==> src/rtl/vga_timing_if.sv <==
// Raster timing bundle between the timing generator (master) and pixel logic (slave).
// The slave side owns the pixel clock-enable. The master side drives everything else.
interface vga_timing_if #(
    parameter int CNT_W   = 11,
    parameter int FRAME_W = 8
);
    logic               ce;
    logic               hsync;
    logic               vsync;
    logic               de;
    logic [CNT_W-1:0]   pix_x;
    logic [CNT_W-1:0]   pix_y;
    logic               line_start;
    logic               frame_start;
    logic [FRAME_W-1:0] frame_count;

    modport master (
        input  ce,
        output hsync,
        output vsync,
        output de,
        output pix_x,
        output pix_y,
        output line_start,
        output frame_start,
        output frame_count
    );

    modport slave (
        output ce,
        input  hsync,
        input  vsync,
        input  de,
        input  pix_x,
        input  pix_y,
        input  line_start,
        input  frame_start,
        input  frame_count
    );
endinterface

==> src/rtl/vga_timing_gen.sv <==
// Parametrised VGA raster timing generator driven by a pixel clock-enable.
// Every output is registered and describes the (h,v) position loaded on the last ce edge.
module vga_timing_gen #(
    parameter int H_VISIBLE = 640,
    parameter int H_FP      = 16,
    parameter int H_SYNC    = 96,
    parameter int H_BP      = 48,
    parameter int V_VISIBLE = 480,
    parameter int V_FP      = 10,
    parameter int V_SYNC    = 2,
    parameter int V_BP      = 33,
    parameter int HS_POL    = 0,
    parameter int VS_POL    = 0,
    parameter int CNT_W     = 11,
    parameter int FRAME_W   = 8
) (
    input  logic          clk,
    input  logic          rst,
    vga_timing_if.master  vga
);

    localparam int H_TOTAL = H_VISIBLE + H_FP + H_SYNC + H_BP;
    localparam int V_TOTAL = V_VISIBLE + V_FP + V_SYNC + V_BP;

    localparam logic [CNT_W-1:0] H_LAST   = CNT_W'(H_TOTAL - 1);
    localparam logic [CNT_W-1:0] V_LAST   = CNT_W'(V_TOTAL - 1);
    localparam logic [CNT_W-1:0] H_VIS    = CNT_W'(H_VISIBLE);
    localparam logic [CNT_W-1:0] V_VIS    = CNT_W'(V_VISIBLE);
    localparam logic [CNT_W-1:0] HS_START = CNT_W'(H_VISIBLE + H_FP);
    localparam logic [CNT_W-1:0] HS_END   = CNT_W'(H_VISIBLE + H_FP + H_SYNC);
    localparam logic [CNT_W-1:0] VS_START = CNT_W'(V_VISIBLE + V_FP);
    localparam logic [CNT_W-1:0] VS_END   = CNT_W'(V_VISIBLE + V_FP + V_SYNC);
    localparam logic             HS_ACT   = (HS_POL != 0) ? 1'b1 : 1'b0;
    localparam logic             VS_ACT   = (VS_POL != 0) ? 1'b1 : 1'b0;

    logic [CNT_W-1:0]   h_r;
    logic [CNT_W-1:0]   v_r;
    logic [CNT_W-1:0]   pix_x_r;
    logic [CNT_W-1:0]   pix_y_r;
    logic               de_r;
    logic               hsync_r;
    logic               vsync_r;
    logic               line_start_r;
    logic               frame_start_r;
    logic [FRAME_W-1:0] frame_count_r;
    logic               started_r;

    logic               h_last_s;
    logic               v_last_s;
    logic               at_origin_s;
    logic [CNT_W-1:0]   h_next_s;
    logic [CNT_W-1:0]   v_next_s;
    logic               de_s;
    logic               hsync_s;
    logic               vsync_s;

    // Position decode of the current counters and their successors.
    always_comb begin
        h_last_s    = (h_r == H_LAST);
        v_last_s    = (v_r == V_LAST);
        at_origin_s = (h_r == '0) && (v_r == '0);

        if (h_last_s) begin
            h_next_s = '0;
        end else begin
            h_next_s = h_r + CNT_W'(1);
        end

        // v only moves on the h wrap, so vsync can only change where x becomes 0.
        if (!h_last_s) begin
            v_next_s = v_r;
        end else if (v_last_s) begin
            v_next_s = '0;
        end else begin
            v_next_s = v_r + CNT_W'(1);
        end

        de_s = (h_r < H_VIS) && (v_r < V_VIS);

        if ((h_r >= HS_START) && (h_r < HS_END)) begin
            hsync_s = HS_ACT;
        end else begin
            hsync_s = ~HS_ACT;
        end

        if ((v_r >= VS_START) && (v_r < VS_END)) begin
            vsync_s = VS_ACT;
        end else begin
            vsync_s = ~VS_ACT;
        end
    end

    // Counter advance and output registers; strobes self-clear every clock.
    always_ff @(posedge clk) begin
        if (rst) begin
            h_r           <= '0;
            v_r           <= '0;
            pix_x_r       <= '0;
            pix_y_r       <= '0;
            de_r          <= 1'b0;
            hsync_r       <= ~HS_ACT;
            vsync_r       <= ~VS_ACT;
            line_start_r  <= 1'b0;
            frame_start_r <= 1'b0;
            frame_count_r <= '0;
            started_r     <= 1'b0;
        end else begin
            line_start_r  <= 1'b0;
            frame_start_r <= 1'b0;
            if (vga.ce) begin
                pix_x_r       <= h_r;
                pix_y_r       <= v_r;
                de_r          <= de_s;
                hsync_r       <= hsync_s;
                vsync_r       <= vsync_s;
                line_start_r  <= (h_r == '0);
                frame_start_r <= at_origin_s;
                h_r           <= h_next_s;
                v_r           <= v_next_s;
                // The first origin after reset opens frame 0 rather than completing one.
                if (at_origin_s) begin
                    started_r <= 1'b1;
                    if (started_r) begin
                        frame_count_r <= frame_count_r + FRAME_W'(1);
                    end else begin
                        frame_count_r <= frame_count_r;
                    end
                end else begin
                    started_r     <= started_r;
                    frame_count_r <= frame_count_r;
                end
            end else begin
                h_r           <= h_r;
                v_r           <= v_r;
                pix_x_r       <= pix_x_r;
                pix_y_r       <= pix_y_r;
                de_r          <= de_r;
                hsync_r       <= hsync_r;
                vsync_r       <= vsync_r;
                frame_count_r <= frame_count_r;
                started_r     <= started_r;
            end
        end
    end

    assign vga.hsync       = hsync_r;
    assign vga.vsync       = vsync_r;
    assign vga.de          = de_r;
    assign vga.pix_x       = pix_x_r;
    assign vga.pix_y       = pix_y_r;
    assign vga.line_start  = line_start_r;
    assign vga.frame_start = frame_start_r;
    assign vga.frame_count = frame_count_r;

endmodule

==> src/flat_wrapper.sv <==
// flat-port wrapper written by rule: the top's interface ports become plain ports
module vga_timing_gen_flat 
#(
    parameter int H_VISIBLE = 640,
    parameter int H_FP      = 16,
    parameter int H_SYNC    = 96,
    parameter int H_BP      = 48,
    parameter int V_VISIBLE = 480,
    parameter int V_FP      = 10,
    parameter int V_SYNC    = 2,
    parameter int V_BP      = 33,
    parameter int HS_POL    = 0,
    parameter int VS_POL    = 0,
    parameter int CNT_W     = 11,
    parameter int FRAME_W   = 8
)
  (clk, rst, vga_ce, vga_hsync, vga_vsync, vga_de, vga_pix_x, vga_pix_y, vga_line_start, vga_frame_start, vga_frame_count);
  vga_timing_if #(.CNT_W(CNT_W), .FRAME_W(FRAME_W)) vga_i ();
  input  logic clk;
  input  logic rst;
  input wire logic [$bits(vga_i.ce)-1:0] vga_ce;
  output wire logic [$bits(vga_i.hsync)-1:0] vga_hsync;
  output wire logic [$bits(vga_i.vsync)-1:0] vga_vsync;
  output wire logic [$bits(vga_i.de)-1:0] vga_de;
  output wire logic [$bits(vga_i.pix_x)-1:0] vga_pix_x;
  output wire logic [$bits(vga_i.pix_y)-1:0] vga_pix_y;
  output wire logic [$bits(vga_i.line_start)-1:0] vga_line_start;
  output wire logic [$bits(vga_i.frame_start)-1:0] vga_frame_start;
  output wire logic [$bits(vga_i.frame_count)-1:0] vga_frame_count;
  assign vga_i.ce = vga_ce;
  assign vga_hsync = vga_i.hsync;
  assign vga_vsync = vga_i.vsync;
  assign vga_de = vga_i.de;
  assign vga_pix_x = vga_i.pix_x;
  assign vga_pix_y = vga_i.pix_y;
  assign vga_line_start = vga_i.line_start;
  assign vga_frame_start = vga_i.frame_start;
  assign vga_frame_count = vga_i.frame_count;
  vga_timing_gen #(.H_VISIBLE(H_VISIBLE), .H_FP(H_FP), .H_SYNC(H_SYNC), .H_BP(H_BP), .V_VISIBLE(V_VISIBLE), .V_FP(V_FP), .V_SYNC(V_SYNC), .V_BP(V_BP), .HS_POL(HS_POL), .VS_POL(VS_POL), .CNT_W(CNT_W), .FRAME_W(FRAME_W)) u_core (.clk(clk), .rst(rst), .vga(vga_i));
endmodule
==> config.mk <==
export PLATFORM = sky130hd
export DESIGN_NAME = vga_timing_gen_flat
export DESIGN_NICKNAME = d
export VERILOG_FILES = /design/src/rtl/vga_timing_if.sv /design/src/rtl/vga_timing_gen.sv /design/src/flat_wrapper.sv
export SDC_FILE = /design/constraint.sdc
export NUM_CORES = 1
export LEC_CHECK = 0
export ABC_AREA = 1
export CAP_MARGIN = 0
export CORE_ASPECT_RATIO = 2
export CORE_MARGIN = 5
export CORE_UTILIZATION = 50
export CTS_BUF_LIST = sky130_fd_sc_hd__clkbuf_16
export DETAILED_ROUTE_END_ITERATION = 10
export GPL_TIMING_DRIVEN = 0
export PLACE_DENSITY = 0.72
export SETUP_SLACK_MARGIN = 0.2
export SYNTH_ARGS = -nofsm -noshare
export SYNTH_HDL_FRONTEND = slang
export SYNTH_SLANG_ARGS = --single-unit
export TNS_END_PERCENT = 5
==> constraint.sdc <==
create_clock -name clk -period 2.1 [get_ports clk]
set_input_delay 0.42 -clock clk [delete_from_list [all_inputs] [get_ports clk]]
set_output_delay 0.42 -clock clk [all_outputs]
set_load 0.02 [all_outputs]
==> results.toml <==
[status]
outcome = "finished, final reports clean"

[drt]
firstDrtPassIters = 4
drtAntennaViolNets = 0
drt_wl_total_mm = 7.44
routedWlPerCell_um = 14.7
drt_iter0_drc = 182
drcViolationCount = 0
num_vias = 2733
avgViaCountPerCell = 5.39

[logic_synthesis]
ys_warn_count = 0
postSynth.asyncResetShare_pct = 0
synth-main-ff-cell = "dfxtp_1"
synth_area_per_cell_um2 = 7.01
synth_nets = 402
synth-edff-count = 0
synth_area_um2 = 2760
syn_inst = 394
ys_seq_area_share_pct = 42.0
synth_cell_types = 25
synth_seq_cells = 58

[die]
die_area_um2 = 7200
die_w_um = 62.6
die_h_um = 115
coreArea_um2 = 5420
start_util_pct = 50.9
rows = 38
num_io_pins = 38

[clock_tree]
cts_made_buffers = 9
root_buffer = "clkbuf_16"
clk_transition_reported_paths_ns = 0.05
cts_tree = "done"
cts.path.max_buffers = 2
clk_latency_ns = 0.33
cts_max_level = 3
cts_sinks = 58
holdBufCountCts = 0

[sta]
finalHoldViolCount = 0
worst_pin_slew_ns = 0.550
fin_skew_ns = 0.00652
layout_min_cycle_time_ns = 1.82
drv_slew = 0
relSlewSlack_pct = 63.3
setup_viol = 0
rsz0062_at_grt = "yes"
finalCritPeriodShare_pct = 86.5
setup_tns_ns = 0
max_freq_mhz = 551

[setup_path]
path_max_fanout = 7
cp_num_buf_inv = 1
arrival_ns = 1.40
worstSetupEndpointType = "output pin"
critPathSlowestCell = "clkdlybuf4s50_1"
cp.required_ns = 1.68
path_cells = "clkdlybuf4s50_1"
cp_top_family = "buffers and inverters"
slowest_delay_ns = 0.64
critPathKind = "flip-flop to output pin"
worst_setup_path_start_kind = "flip-flop"

[finish]
final_cell_mix = "nand2_1 (82), dfxtp_1 (58), inv_1 (44)"
antenna_cells = 0
fin_nets = 450
final_core_util_pct = 63.9
syn2layout_area_growth_pct = 25.4
final_common_cell = "nand2_1"
drive_gt1_share_pct = 8.50
design_area_um2 = 3460

[place]
post_dp_cell_area_um2 = 3210
place_hpwl_mm = 5.83
routabilityCongestion = 0.926
numPortBuffers = 37

[power]
leakagePower_nw = 1.41
vdd_drop_max_mv = 0.843
power.density_nw_per_um2 = 756
p_total_w = 0.00262

[global_route]
grt_pass1_vias = 2677
antenna_found_initial = 0
grt_start_max_net_pins = 11
overflow = 0
grt_pass1_wl_mm = 12.3
grt.total_usage_pct = 21.9

[worst_hold_path]
hold_path.class = "flip-flop to flip-flop"

[flow_run]
maxCapViolCount = 0
## path summary, 6_finish.rpt
check	start	depth (start not counted)	slack, ns	end
setup / recovery	u_core.vga.frame_count[4]	1	0.28	vga_frame_count[4]
hold / removal	u_core.vga.hsync	2	0.46	u_core.vga.hsync
setup reg to reg	u_core.v_r[0]	9	0.35	u_core.vga.frame_count[5]
hold reg to reg	u_core.vga.hsync	2	0.46	u_core.vga.hsync
## cell usage after synthesis (2+ instances only)
library cell / count / area [um2]
nand2_1: 82 / 308
dfxtp_1: 58 / 1160
a21oi_1: 42 / 210
inv_1: 42 / 158
nor2_1: 42 / 158
nand3_1: 32 / 160
o21ai_0: 26 / 130
nand4_1: 13 / 81.3
nor2_2: 11 / 68.8
clkbuf_1: 8 / 30.0
inv_2: 6 / 22.5
ha_1: 5 / 62.6
nor3_1: 5 / 25.0
xor2_1: 4 / 35.0
nand2_2: 3 / 18.8
nand3_2: 3 / 30.0
nand3b_1: 2 / 15.0
nor2_4: 2 / 22.5
nor3b_1: 2 / 15.0
## flip-flops by register name (all words and copies together), names as in the netlist
signal	flops
u_core.vga.hsync	1
u_core.vga.pix_x	11
u_core.h_r	11
u_core.vga.frame_start	1
u_core.started_r	1
u_core.vga.line_start	1
u_core.vga.pix_y	11
u_core.vga.frame_count	8
u_core.vga.vsync	1
u_core.vga.de	1
u_core.v_r	11
## cell type report
type	instances	area, um2
Tap cell	60	75.1
Sequential cell	58	1160
Clock buffer	9	225
Buffer	10	45.0
Timing Repair Buffer	37	373
Clock inverter	7	28.8
Multi-Input combinational cell	277	1370
Fill cell	540	1960
Inverter	49	184
## metrics by stage
stage | hold WS (ns) | setup WS, ns | std cells
after floorplan | 0.463 | 0.653 | 394
after global placement | 0.467 | -0.00726 | 491
after detailed placement | 0.454 | -0.0265 | 491
after CTS | 0.467 | 0.232 | 507
after global routing | 0.506 | 0.182 | 507
final | 0.463 | 0.284 | 507
## power breakdown
part	total, W	switching (W)	internal (W)
logic	0.000215	0.000131	0.0000842
clock network	0.00125	0.000477	0.000769
registers	0.00116	0.0000194	0.00114
total	0.00262	0.000628	0.00199
## layer usage
layer	routed length, um	vias to the layer above	GRT usage (%)
met5	0	-	0
met4	340	0	13.9
met3	275	28	6.26
met2	4120	60	41.4
met1	2710	1269	19.9
li1	-	1376	-
## timing repair
action | CTS | global route
gates resized for setup | 0 | 1
setup buffers | 0 | 0
setup endpoints to repair | 0 | 5
endpoints found under the hold margin | 0 | 0
## cell families after synthesis
group           after synthesis  share of synthesized area (%)
simple gates                199                           33.5
compound gates               69                           12.6
buf+inv                      59                           8.29
flops                        58                           42.0
fa+ha+maj                     5                           2.27
xor+xnor                      4                           1.27
## worst register-to-register path, delay by kind of cell, from the launching register on
kind | cells | cell delay [ns]
AND/OR/NAND/NOR | 5 | 0.65
flip-flops | 1 | 0.37
adder cells (fa/ha/maj) | 1 | 0.24
buffers and inverters | 2 | 0.21
AO/OA/AOI/OAI | 1 | 0.18
Note: power is estimated with default switching activity, not from simulation.
